### config.mk
export PLATFORM = sky130hd
export DESIGN_NAME = fofb_trig_sequencer
export DESIGN_NICKNAME = d
export VERILOG_FILES = /design/src/rtl/fofb_trig_pkg.sv /design/src/rtl/fofb_trig_sequencer_sync.sv /design/src/rtl/fofb_trig_sequencer.sv
export SDC_FILE = /design/constraint.sdc
export NUM_CORES = 1
export LEC_CHECK = 0
export CORE_ASPECT_RATIO = 1.5
export CORE_MARGIN = 2
export CORE_UTILIZATION = 55
export CTS_BUF_LIST = sky130_fd_sc_hd__clkbuf_8
export DETAILED_ROUTE_END_ITERATION = 6
export PLACE_DENSITY = 0.89
export SETUP_SLACK_MARGIN = 0.3
export SLEW_MARGIN = 0
export SYNTH_ARGS = -nofsm -noshare
export SYNTH_HDL_FRONTEND = slang
export SYNTH_SLANG_ARGS = --single-unit
### constraint.sdc
create_clock -name clk -period 2.9 [get_ports clk]
set_clock_uncertainty 0.05 [all_clocks]
set_input_delay 0.87 -clock clk [delete_from_list [all_inputs] [get_ports clk]]
set_output_delay 0.87 -clock clk [all_outputs]
set_load 0.05 [all_outputs]
### src/rtl/fofb_trig_pkg.sv
// fofb_trig_pkg: shared state encoding, default widths and synchroniser depth
package fofb_trig_pkg;
   typedef enum logic [2:0] {
      IDLE    = 3'd0,
      ARMED   = 3'd1,
      DELAY   = 3'd2,
      PULSE   = 3'd3,
      HOLDOFF = 3'd4
   } state_t;
   localparam int DEF_DLY_W   = 16;
   localparam int DEF_PW_W    = 8;
   localparam int DEF_CNT_W   = 16;
   localparam int SYNC_STAGES = 2;
endpackage

### src/rtl/fofb_trig_sequencer_sync.sv
// trig_sync_edge: synchronises an async level and emits one pulse per rising edge, 3 edges after first sample
module trig_sync_edge
   import fofb_trig_pkg::*;
(
   input  logic clk,
   input  logic Reset,
   input  logic d_async,
   output logic edge_pulse
);
   logic [SYNC_STAGES-1:0] sync;
   logic q, qd;
   // synchroniser chain, then registered rising-edge detect on the settled level
   always_ff @(posedge clk) begin
      if (Reset) begin
         sync       <= '0;
         q          <= 1'b0;
         qd         <= 1'b0;
         edge_pulse <= 1'b0;
      end else begin
         sync       <= {sync[SYNC_STAGES-2:0], d_async};
         q          <= sync[SYNC_STAGES-1];
         qd         <= q;
         edge_pulse <= q & ~qd;
      end
   end
endmodule

### src/rtl/fofb_trig_sequencer.sv
// fofb_trig_sequencer: turns external/software triggers into delayed, width-controlled DAC update strobes
module fofb_trig_sequencer
   import fofb_trig_pkg::*;
#(
   parameter int DLY_W = DEF_DLY_W,
   parameter int PW_W  = DEF_PW_W,
   parameter int CNT_W = DEF_CNT_W
) (
   input  logic             clk,
   input  logic             Reset,
   input  logic             enable,
   input  logic             arm,
   input  logic             trig,
   input  logic             sw_trig,
   input  logic [DLY_W-1:0] delay,
   input  logic [PW_W-1:0]  pulse_width,
   input  logic [DLY_W-1:0] holdoff,
   input  logic [CNT_W-1:0] burst_len,
   output logic             trig_out,
   output logic             busy,
   output logic             armed,
   output logic [CNT_W-1:0] fired_cnt,
   output logic [CNT_W-1:0] missed_cnt
);
   state_t           state, nxt;
   logic [DLY_W-1:0] dcnt, hcnt;
   logic [PW_W-1:0]  pcnt;
   logic [CNT_W-1:0] rem;
   logic             rem_inf, ext_ev, ev, more;

   trig_sync_edge u_sync (
      .clk        (clk),
      .Reset      (Reset),
      .d_async    (trig),
      .edge_pulse (ext_ev)
   );

   assign ev    = ext_ev | sw_trig;
   assign busy  = (state == DELAY) | (state == PULSE) | (state == HOLDOFF);
   assign armed = (state == ARMED);

   // next state; in PULSE the burst count has not yet been decremented, so look one ahead
   always_comb begin
      nxt  = state;
      more = rem_inf | ((state == PULSE) ? (rem > CNT_W'(1)) : (rem != '0));
      case (state)
         IDLE:    nxt = (arm & enable) ? ARMED : IDLE;
         ARMED:   nxt = ev ? ((delay == '0) ? PULSE : DELAY) : ARMED;
         DELAY:   nxt = (dcnt <= DLY_W'(1)) ? PULSE : DELAY;
         PULSE:   nxt = (pcnt > PW_W'(1)) ? PULSE : (hcnt != '0) ? HOLDOFF : more ? ARMED : IDLE;
         HOLDOFF: nxt = (hcnt > DLY_W'(1)) ? HOLDOFF : more ? ARMED : IDLE;
         default: nxt = IDLE;
      endcase
      if (!enable) nxt = IDLE;
   end

   // state, working counters, statistics and the registered strobe
   always_ff @(posedge clk) begin
      if (Reset) begin
         state      <= IDLE;
         trig_out   <= 1'b0;
         dcnt       <= '0;
         hcnt       <= '0;
         pcnt       <= '0;
         rem        <= '0;
         rem_inf    <= 1'b0;
         fired_cnt  <= '0;
         missed_cnt <= '0;
      end else begin
         state    <= nxt;
         trig_out <= (nxt == PULSE);
         if (state == IDLE && nxt == ARMED) begin
            rem        <= burst_len;
            rem_inf    <= (burst_len == '0);
            fired_cnt  <= '0;
            missed_cnt <= '0;
         end
         if (state == ARMED && ev && enable) begin
            dcnt <= delay;
            pcnt <= (pulse_width == '0) ? PW_W'(1) : pulse_width;
            hcnt <= holdoff;
         end
         if (state == DELAY && dcnt != '0) dcnt <= dcnt - DLY_W'(1);
         if (state == PULSE && enable) begin
            if (pcnt > PW_W'(1)) pcnt <= pcnt - PW_W'(1);
            else begin
               fired_cnt <= (&fired_cnt) ? fired_cnt : fired_cnt + CNT_W'(1);
               rem       <= (rem_inf || rem == '0) ? rem : rem - CNT_W'(1);
            end
         end
         if (state == HOLDOFF && hcnt != '0) hcnt <= hcnt - DLY_W'(1);
         if (busy && ev && enable && !(&missed_cnt)) missed_cnt <= missed_cnt + CNT_W'(1);
      end
   end
endmodule

# Word level (Yosys, flattened, before mapping)

Cells that the tools add are included.
Widths: inputs -> output; s select.

Logic and storage cells: 91
Input port bits: 62
Bits in registers: 98

Magnitude comparators: 4
Reductions and logical operators: 24
Bitwise logic cells: 7
Add/sub/neg operators: 6
Mux-type cells: 29
Eq/ne operators: 8

Operators with widths:

| cell                  | number |
|---|---|
| $mux 16               | 14 |
| $logic_not 16->1      | 3 |
| $reduce_bool 16->1    | 3 |
| $sub 16x1->16 const B | 3 |
| $add 16x1->16 const B | 2 |
| $gt 16x1->1 const B   | 2 |
| $mux 8                | 4 |
| $reduce_and 16->1     | 2 |
| $le 16x1->1 const B   | 1 |
| $pmux 3 s5            | 1 |
| $mux 3                | 4 |
| $eq 3x2->1 const B    | 3 |
| $logic_and 1x1->1     | 9 |
| $gt 8x1->1 const B    | 1 |
| $logic_not 8->1       | 1 |
| $sub 8x1->8 const B   | 1 |
| $eq 3x1->1 const B    | 2 |
| $ne 3x3->1 const B    | 2 |
| $reduce_bool 2->1     | 3 |
| $mux 1                | 5 |
| $or 1x1->1            | 4 |
| $eq 3x3->1 const B    | 1 |
| $logic_not 3->1       | 1 |
| $and 1x1->1           | 2 |
| 4 further kinds       | 4 |

# Depth between registers and ports, before layout

Gate-level depths: netlist of the first run.

Depth after elaboration: 13
Depth in mapped cells: 9

# By module

Synthesis of the first run repeated with hierarchy kept, for this count alone.

Cells, all modules: 721
Area total of the unflattened synthesis: 5647.9 um2

Modules (own cells, without submodules):

| module              | area an instance (um2) | cells each | instances | seq. area each (um2) |
|---|---|---|---|---|
| fofb_trig_sequencer | 5510.3                 | 711        | 1         | 1861.8 |
| trig_sync_edge      | 137.6                  | 10         | 1         | 100.1 |

# Least setup slack after synthesis of the first run

OpenSTA, ideal clock, no wires.

Kind: reg2reg
Start point: register state[0]
End point: register pcnt[2]
Slack: -126 ps
Path buffers: 3
Library setup time: 128 ps
Stages on the path, launching flop included: 9
Data required time: 2722 ps
Clock period less this slack: 3026 ps
Data arrival time: 2849 ps
Cells stage by stage: dfxtp_1 > buf_2 > nor3b_1 > and3_1 > clkbuf_1 > buf_2 > mux2i_1 > a222oi_1 > nor2_1

Cells in the longest elaborated chain, start to end: 6
Elaborated cells between the ends (all ways): 8
Classes of those cells: 2 x eq/ne; 3 x mux; 3 x reduce/logical

Ends and longest elaborated chain:

| item                              | line                      | text |
|---|---|---|
| from (decl)                       | fofb_trig_sequencer.sv:25 | `state_t state, nxt;` |
| from (signal assigned)            | fofb_trig_sequencer.sv:70 | `state <= nxt;` |
| $eq 3x1->1 *                      | --                        |  |
| named net armed                   | fofb_trig_sequencer.sv:21 | `output logic armed,` |
| $logic_and 1x1->1 * (2 in series) | fofb_trig_sequencer.sv:78 | `if (state == ARMED && ev && enable) begin` |
| $mux 8 *                          | fofb_trig_sequencer.sv:78 |  |
| $mux 8                            | fofb_trig_sequencer.sv:85 | `if (pcnt > PW_W'(1)) pcnt <= pcnt - PW_W'(1);` |
| $mux 8 *                          | fofb_trig_sequencer.sv:84 | `if (state == PULSE && enable) begin` |
| to (signal assigned)              | fofb_trig_sequencer.sv:80 | `pcnt <= (pulse_width == '0) ? PW_W'(1) : pulse_width;` |
| to (signal assigned)              | fofb_trig_sequencer.sv:85 |  |
| to (decl)                         | fofb_trig_sequencer.sv:27 | `logic [PW_W-1:0] pcnt;` |

Mark *: on every way through the listed nets, which the timed path passes. The rest lies on a longest branch.
A chain may end at the register's enable or synchronous reset.

# Worst setup path after layout of the first run

Start point: register fired_cnt[8]
End point: output fired_cnt[8]

RTL lines:

| item                   | line                      | text |
|---|---|---|
| from (decl)            | fofb_trig_sequencer.sv:22 | `output logic [CNT_W-1:0] fired_cnt,` |
| from (signal assigned) | fofb_trig_sequencer.sv:87 | `fired_cnt <= (&fired_cnt) ? fired_cnt : fired_cnt + CNT_W'(1);` |

No word-level cell between the ends.

==> results of run 1 <==
-- state kept, by name, summed over array words and instances, names as in the netlist, 2 cells and up --
name / cells
fired_cnt: 16
u_sync.sync: 2
rem: 16
state: 3
pcnt: 8
hcnt: 16
dcnt: 16
missed_cnt: 16
-- cell usage after synthesis (6+ instances only) --
cell type	number
sky130_fd_sc_hd__buf_2	6
sky130_fd_sc_hd__a31oi_1	33
sky130_fd_sc_hd__a2bb2oi_1	6
sky130_fd_sc_hd__o21ai_0	21
sky130_fd_sc_hd__nand3_1	38
sky130_fd_sc_hd__a21oi_1	55
sky130_fd_sc_hd__nor3_1	22
sky130_fd_sc_hd__o211ai_1	18
sky130_fd_sc_hd__a22oi_1	6
sky130_fd_sc_hd__inv_1	20
sky130_fd_sc_hd__nor4_1	22
sky130_fd_sc_hd__or3_1	24
sky130_fd_sc_hd__clkbuf_1	31
sky130_fd_sc_hd__ha_1	11
sky130_fd_sc_hd__nand4_1	18
sky130_fd_sc_hd__or2_2	8
sky130_fd_sc_hd__or4_1	14
sky130_fd_sc_hd__nor2b_1	9
sky130_fd_sc_hd__nand2b_1	6
sky130_fd_sc_hd__nor2_1	51
sky130_fd_sc_hd__a211oi_1	9
sky130_fd_sc_hd__nand2_1	63
sky130_fd_sc_hd__and3_1	15
sky130_fd_sc_hd__nor4_2	7
sky130_fd_sc_hd__dfxtp_1	98
-- power by group --
part	internal, mW	switching [mW]
registers	1.37	0.0249
logic	0.174	0.210
clock network	0.477	0.491
-- area by class of cell --
class | instances | area [um^2]
Inverter | 20 | 75.1
Multi-Input combinational cell | 567 | 3600
Fill cell | 810 | 2990
Tap cell | 141 | 176
Sequential cell | 98 | 1960
Clock inverter | 6 | 82.6
Clock buffer | 9 | 124
Timing Repair Buffer | 118 | 1180
-- metrics by stage --
stage | area, um^2 | utilization, % | cells
global placement | 6940 | 68.1 | 944
finish | 7200 | 70.6 | 959
detailed placement | 6940 | 68.1 | 944
global route | 7200 | 70.6 | 959
CTS | 7140 | 70.0 | 959
floorplan | 5770 | - | 723
-- cell families after synthesis --
| group | synth area share (%) |
|---|---|
| adder cells (fa/ha/maj) | 2.39 |
| flip-flops | 34.0 |
| AND/OR/NAND/NOR | 31.3 |
| multiplexers | 1.09 |
| XOR/XNOR | 0.912 |
| AO/OA/AOI/OAI | 26.4 |
| buffers and inverters | 3.91 |
-- how the worst max path moves through the flow --
stage,startpoint,endpoint,depth (start not counted)
floorplan,fired_cnt[0],fired_cnt[11],7
global placement,enable,missed_cnt[8],7
detailed placement,enable,missed_cnt[8],7
CTS,missed_cnt[3],missed_cnt[3],1
global route,enable,missed_cnt[8],7
finish,fired_cnt[8],fired_cnt[8],1
-- layer usage --
metal / track usage, % / up-vias
li1: - / 2969
met1: 34.9 / 2933
met2: 53.8 / 231
met3: 4.97 / 33
met4: 10.7 / 0
met5: 0 / -
==> impl_metrics.prom, run 1 <==
# TYPE chip_impl_metric gauge
chip_impl_metric{name="synth_area_per_cell",unit="um^2"} 7.97
chip_impl_metric{name="leakagePower",unit="nW"} 2.85
chip_impl_metric{name="grt_pass1_vias",unit=""} 5857
chip_impl_metric{name="count_of_standard_cell_rows",unit=""} 45
chip_impl_metric{name="critPathBufInv",unit=""} 1
chip_impl_metric{name="grt-ovfl-total",unit=""} 0
chip_impl_metric{name="ff2ff_path_depth",unit=""} 5
chip_impl_metric{name="final.setup.tns",unit="ns"} 0
chip_impl_info{name="critPathTopFamily",value="buffers and inverters"} 1
chip_impl_metric{name="slew_headroom",unit="%"} 44.8
chip_impl_metric{name="n_antenna_cell",unit=""} 0
chip_impl_metric{name="setup_viol_count_final",unit=""} 0
chip_impl_info{name="run_status",value="finished clean"} 1
chip_impl_metric{name="syn-num-nets",unit=""} 796
chip_impl_metric{name="timing.max_cap.violations",unit=""} 0
chip_impl_info{name="crit_path_cell_trace",value="clkdlybuf4s50_1"} 1
chip_impl_metric{name="p_total",unit="mW"} 2.74
chip_impl_metric{name="p_per_area",unit="mW/mm^2"} 381
chip_impl_metric{name="area_growth",unit="%"} 24.9
chip_impl_metric{name="cts_buffers",unit=""} 9
chip_impl_metric{name="design.die.area",unit="mm^2"} 0.0113
chip_impl_metric{name="initial_utilization",unit="%"} 56.6
chip_impl_metric{name="postSynthCellCount",unit=""} 723
chip_impl_metric{name="worst_setup_hold_path_clk_slew",unit="ns"} 0.10
chip_impl_metric{name="drt-pass1-iter-count",unit=""} 5
chip_impl_metric{name="via_count",unit=""} 6166
chip_impl_info{name="r2r-end",value="dcnt[7]"} 1
chip_impl_info{name="startpoint_type",value="flop"} 1
chip_impl_metric{name="post-cts-setup-buffer-count",unit=""} 0
chip_impl_metric{name="cts.path.max_buffers",unit=""} 2
chip_impl_metric{name="synth_enable_flop_cells",unit=""} 0
chip_impl_metric{name="yosys_warnings",unit=""} 0
chip_impl_info{name="timing.hold.worst_endpoint",value="u_sync.edge_pulse"} 1
chip_impl_metric{name="share_of_the_clock_period_used_by_the_worst_path_after_layout",unit="%"} 89.2
chip_impl_metric{name="port_buffers",unit=""} 96
chip_impl_info{name="rsz0062_at_grt",value="no"} 1
chip_impl_metric{name="place.detailed.hpwl",unit="mm"} 12.1
chip_impl_metric{name="clock_sink_count",unit=""} 98
chip_impl_metric{name="grt_max_degree",unit=""} 58
chip_impl_metric{name="critPathRequiredTime",unit="ns"} 1.98
chip_impl_metric{name="final_max_slew_viol_count",unit=""} 0
chip_impl_metric{name="synth-seq-area-share",unit="%"} 34.0
chip_impl_metric{name="synth_top_cell_area_share",unit="%"} 34.0
chip_impl_metric{name="worst-slew-pin-transition",unit="ns"} 0.817
chip_impl_metric{name="net_count_reported_at_finish",unit=""} 887
chip_impl_info{name="final_cell_mix",value="96 x sky130_fd_sc_hd__dfxtp_1, 70 x sky130_fd_sc_hd__clkdlybuf4s50_1, 63 x sky130_fd_sc_hd__nand2_1"} 1
chip_impl_metric{name="ys_types",unit=""} 74
chip_impl_metric{name="wirelength_per_cell",unit="um"} 17.8
chip_impl_metric{name="clkLatencyLatePin",unit="ns"} 0.38
chip_impl_metric{name="final.min_clock_period",unit="ns"} 2.59
chip_impl_metric{name="fin_ws",unit="ns"} 0.312
chip_impl_info{name="dr.max_layer_used",value="met4"} 1
chip_impl_metric{name="whs_path_depth",unit=""} 1
chip_impl_metric{name="viasPerCell",unit=""} 6.43
chip_impl_metric{name="final_layout_size_suffix_gt1_share",unit="%"} 9.29
chip_impl_metric{name="cts_repair_resize_count",unit=""} 7
chip_impl_metric{name="htree_num_levels",unit=""} 3
chip_impl_metric{name="die_y",unit="um"} 129
chip_impl_info{name="cp_slowest_cell",value="sky130_fd_sc_hd__clkdlybuf4s50_1"} 1
chip_impl_info{name="ys.flop_type",value="sky130_fd_sc_hd__dfxtp_1"} 1
chip_impl_info{name="crit_type",value="flop to output pin"} 1
chip_impl_metric{name="drcViolationCount",unit=""} 0
chip_impl_metric{name="placeableCoreArea",unit="mm^2"} 0.0102
chip_impl_metric{name="cts_hold_repair.buffers",unit=""} 0
chip_impl_metric{name="cpPeakStageDelay",unit="ns"} 0.85
chip_impl_metric{name="critPathMaxFanout",unit=""} 6
chip_impl_metric{name="asr_flop_ratio_synth",unit="%"} 0
chip_impl_metric{name="routabilityCongestion",unit=""} 0.933
chip_impl_metric{name="io_pins",unit=""} 97
chip_impl_metric{name="grt_first_pass_wirelength",unit="mm"} 27.6
chip_impl_metric{name="r2r_setup_slack",unit="ns"} 0.44
chip_impl_info{name="critPathCaptureType",value="output pin"} 1
chip_impl_info{name="yosysTopAreaCell",value="sky130_fd_sc_hd__dfxtp_1"} 1
chip_impl_metric{name="drtIter0Drc",unit=""} 416
chip_impl_info{name="cts_root_buf",value="sky130_fd_sc_hd__clkbuf_8"} 1
chip_impl_info{name="reg2reg_from",value="dcnt[4]"} 1
chip_impl_info{name="hp-start",value="u_sync.qd"} 1
chip_impl_metric{name="netlist_area",unit="mm^2"} 0.00576
chip_impl_metric{name="globalRouteTotalUtil",unit="%"} 29.8
chip_impl_info{name="synth.area.top_cells",value="sky130_fd_sc_hd__dfxtp_1 34%, sky130_fd_sc_hd__a21oi_1 4.8%, sky130_fd_sc_hd__nand2_1 4.1%"} 1
chip_impl_info{name="min_path_type",value="flop to flop"} 1
chip_impl_metric{name="achievable-frequency",unit="MHz"} 386
chip_impl_metric{name="routed-wl-met2",unit="mm"} 8.89
chip_impl_metric{name="worstPathArrival",unit="ns"} 1.67
chip_impl_metric{name="chipWidth",unit="um"} 87.6
chip_impl_info{name="cts_tree",value="done"} 1
chip_impl_metric{name="drt_wl_total",unit="mm"} 17.0
chip_impl_metric{name="timing.final.hold_violations",unit=""} 0
chip_impl_info{name="most_common_library_cell_in_the_layout_ignoring_fill_and_taps",value="sky130_fd_sc_hd__dfxtp_1"} 1
chip_impl_metric{name="synth-seq-cells",unit=""} 98
chip_impl_metric{name="fin_hold_ws",unit="ns"} 0.351
chip_impl_metric{name="dp_worst_setup_slack",unit="ns"} 0.0480
chip_impl_metric{name="antenna_found_initial",unit=""} 0
chip_impl_metric{name="detail_route.wirelength.met1",unit="mm"} 6.92
chip_impl_metric{name="vdd_ir_drop_max",unit="V"} 0.000236
chip_impl_metric{name="routed-wl-met3",unit="um"} 819
chip_impl_metric{name="final_antenna_net_count",unit=""} 0
No activity file was read; power rests on OpenSTA's default activity.
==> run 2: changes to the inputs <==
Settings changed: CAP_MARGIN set to 20, CORE_UTILIZATION 55 to 60, PLACE_DENSITY 0.89 to 0.95.
Clock period 2.9 ns to 3.1 ns, I/O delays scaled along.
==> impl_metrics.prom, run 2 (synthesis gave the netlist of run 1 again) <==
# TYPE chip_impl_metric gauge
chip_impl_info{name="run_status",value="finished clean"} 1
chip_impl_info{name="hp-start",value="u_sync.qd"} 1
chip_impl_info{name="critPathCaptureType",value="output pin"} 1
chip_impl_metric{name="drtIter0Drc",unit=""} 535
chip_impl_metric{name="setup_viol_count_final",unit=""} 0
chip_impl_metric{name="critPathRequiredTime",unit="ns"} 2.12
chip_impl_metric{name="final.min_clock_period",unit="ns"} 2.73
chip_impl_metric{name="initial_utilization",unit="%"} 61.9
chip_impl_metric{name="grt_max_degree",unit=""} 56
chip_impl_metric{name="design.die.area",unit="mm^2"} 0.0104
chip_impl_metric{name="leakagePower",unit="nW"} 2.46
chip_impl_info{name="final_cell_mix",value="98 x sky130_fd_sc_hd__dfxtp_1, 93 x sky130_fd_sc_hd__clkdlybuf4s50_1, 63 x sky130_fd_sc_hd__nand2_1"} 1
chip_impl_metric{name="whs_path_depth",unit=""} 1
chip_impl_metric{name="via_count",unit=""} 6493
chip_impl_metric{name="drt-pass1-iter-count",unit=""} 5
chip_impl_metric{name="routabilityCongestion",unit=""} 0.907
chip_impl_metric{name="clock_sink_count",unit=""} 98
chip_impl_metric{name="clkLatencyLatePin",unit="ns"} 0.37
chip_impl_metric{name="achievable-frequency",unit="MHz"} 367
chip_impl_info{name="crit_path_cell_trace",value="clkdlybuf4s50_1"} 1
chip_impl_info{name="most_common_library_cell_in_the_layout_ignoring_fill_and_taps",value="sky130_fd_sc_hd__dfxtp_1"} 1
chip_impl_metric{name="chipWidth",unit="um"} 84.0
chip_impl_info{name="crit_type",value="flop to output pin"} 1
chip_impl_metric{name="place.detailed.hpwl",unit="mm"} 12.1
chip_impl_metric{name="htree_num_levels",unit=""} 3
chip_impl_metric{name="viasPerCell",unit=""} 7.01
chip_impl_metric{name="final_layout_size_suffix_gt1_share",unit="%"} 8.48
chip_impl_metric{name="antenna_found_initial",unit=""} 0
chip_impl_metric{name="count_of_standard_cell_rows",unit=""} 43
chip_impl_metric{name="p_total",unit="mW"} 2.61
chip_impl_metric{name="timing.max_cap.violations",unit=""} 0
chip_impl_info{name="min_path_type",value="flop to flop"} 1
chip_impl_metric{name="io_pins",unit=""} 97
chip_impl_metric{name="share_of_the_clock_period_used_by_the_worst_path_after_layout",unit="%"} 87.9
chip_impl_metric{name="drt_wl_total",unit="mm"} 17.4
chip_impl_metric{name="worstPathArrival",unit="ns"} 1.75
chip_impl_metric{name="placeableCoreArea",unit="mm^2"} 0.00931
chip_impl_metric{name="worst_setup_hold_path_clk_slew",unit="ns"} 0.10
chip_impl_metric{name="slew_headroom",unit="%"} 47.3
chip_impl_metric{name="timing.final.hold_violations",unit=""} 0
chip_impl_metric{name="area_growth",unit="%"} 23.1
chip_impl_metric{name="cts_buffers",unit=""} 9
chip_impl_metric{name="cpPeakStageDelay",unit="ns"} 0.87
chip_impl_info{name="reg2reg_from",value="dcnt[4]"} 1
chip_impl_metric{name="vdd_ir_drop_max",unit="V"} 0.000290
chip_impl_metric{name="cts_hold_repair.buffers",unit=""} 0
chip_impl_metric{name="drcViolationCount",unit=""} 0
chip_impl_metric{name="grt_first_pass_wirelength",unit="mm"} 28.0
chip_impl_metric{name="post-cts-setup-buffer-count",unit=""} 0
chip_impl_info{name="startpoint_type",value="flop"} 1
chip_impl_metric{name="net_count_reported_at_finish",unit=""} 882
chip_impl_info{name="critPathTopFamily",value="buffers and inverters"} 1
chip_impl_metric{name="final_antenna_net_count",unit=""} 0
chip_impl_info{name="cts_root_buf",value="sky130_fd_sc_hd__clkbuf_8"} 1
chip_impl_metric{name="critPathMaxFanout",unit=""} 9
chip_impl_metric{name="worstSetupPathDepth",unit=""} 1
chip_impl_metric{name="worst-slew-pin-transition",unit="ns"} 0.779
chip_impl_metric{name="p_per_area",unit="mW/mm^2"} 368
chip_impl_metric{name="globalRouteTotalUtil",unit="%"} 32.5
chip_impl_metric{name="grt-ovfl-total",unit=""} 0
chip_impl_info{name="cp-startpoint",value="fired_cnt[5]"} 1
chip_impl_metric{name="layout.core_utilization",unit="%"} 76.2
chip_impl_metric{name="cts.path.max_buffers",unit=""} 2
chip_impl_info{name="cp_slowest_cell",value="sky130_fd_sc_hd__clkdlybuf4s50_1"} 1
chip_impl_metric{name="grt_pass1_vias",unit=""} 6182
chip_impl_metric{name="port_buffers",unit=""} 96
chip_impl_info{name="rsz0062_at_grt",value="no"} 1
chip_impl_metric{name="die_y",unit="um"} 124
chip_impl_metric{name="wirelength_per_cell",unit="um"} 18.8
chip_impl_metric{name="final_max_slew_viol_count",unit=""} 0
chip_impl_metric{name="n_antenna_cell",unit=""} 0
chip_impl_metric{name="ff2ff_path_depth",unit=""} 5
chip_impl_info{name="cts_tree",value="done"} 1
chip_impl_metric{name="critPathBufInv",unit=""} 1
[run 2: path summary, 6_finish.rpt]
path	endpoint	slack (ns)
hold / removal	u_sync.edge_pulse	0.34
setup reg to reg	dcnt[14]	0.53
setup / recovery	fired_cnt[5]	0.37
hold reg to reg	u_sync.edge_pulse	0.34
[run 2: repair_timing]
| item | in CTS | in global routing |
|---|---|---|
| resized for setup | 1 | 1 |
| setup endpoints to repair | 1 | 3 |
| pin swaps | 0 | 0 |
[run 2: area by class of cell]
cell class | count | area (um^2)
clock buffer | 10 | 138
multi-input combinational | 567 | 3580
clock inverter | 6 | 88.8
sequential | 98 | 1960
timing repair buffer | 113 | 1100
fill | 668 | 2210
inverter | 20 | 75.1
tap | 112 | 140
[run 2: stage by stage]
stage          TNS, ns  setup slack, ns  cells  area, um^2  hold WS, ns
2_1_floorplan        0            0.572    723        5770        0.317
3_3_place_gp         0            0.161    910        6870        0.321
3_5_place_dp   -0.0107          -0.0107    910        6870        0.333
4_1_cts              0            0.380    926        7090        0.347
5_1_grt              0            0.324    926        7090        0.370
6_report             0            0.375    926        7090        0.340
[run 2: routing by layer]
layer / track usage (%) / routed length [um] / vias up
met5: 0 / 0 / -
met4: 19.1 / 813 / 0
met3: 4.57 / 1270 / 87
met2: 59.1 / 8820 / 401
met1: 35.9 / 6530 / 3045
li1: - / - / 2960
[run 2: power by group]
group          internal (mW)  switching (mW)  total, mW
Combinational          0.160           0.201      0.361
Clock                  0.478           0.475      0.953
Sequential              1.28          0.0220       1.30
Total                   1.92           0.698       2.61
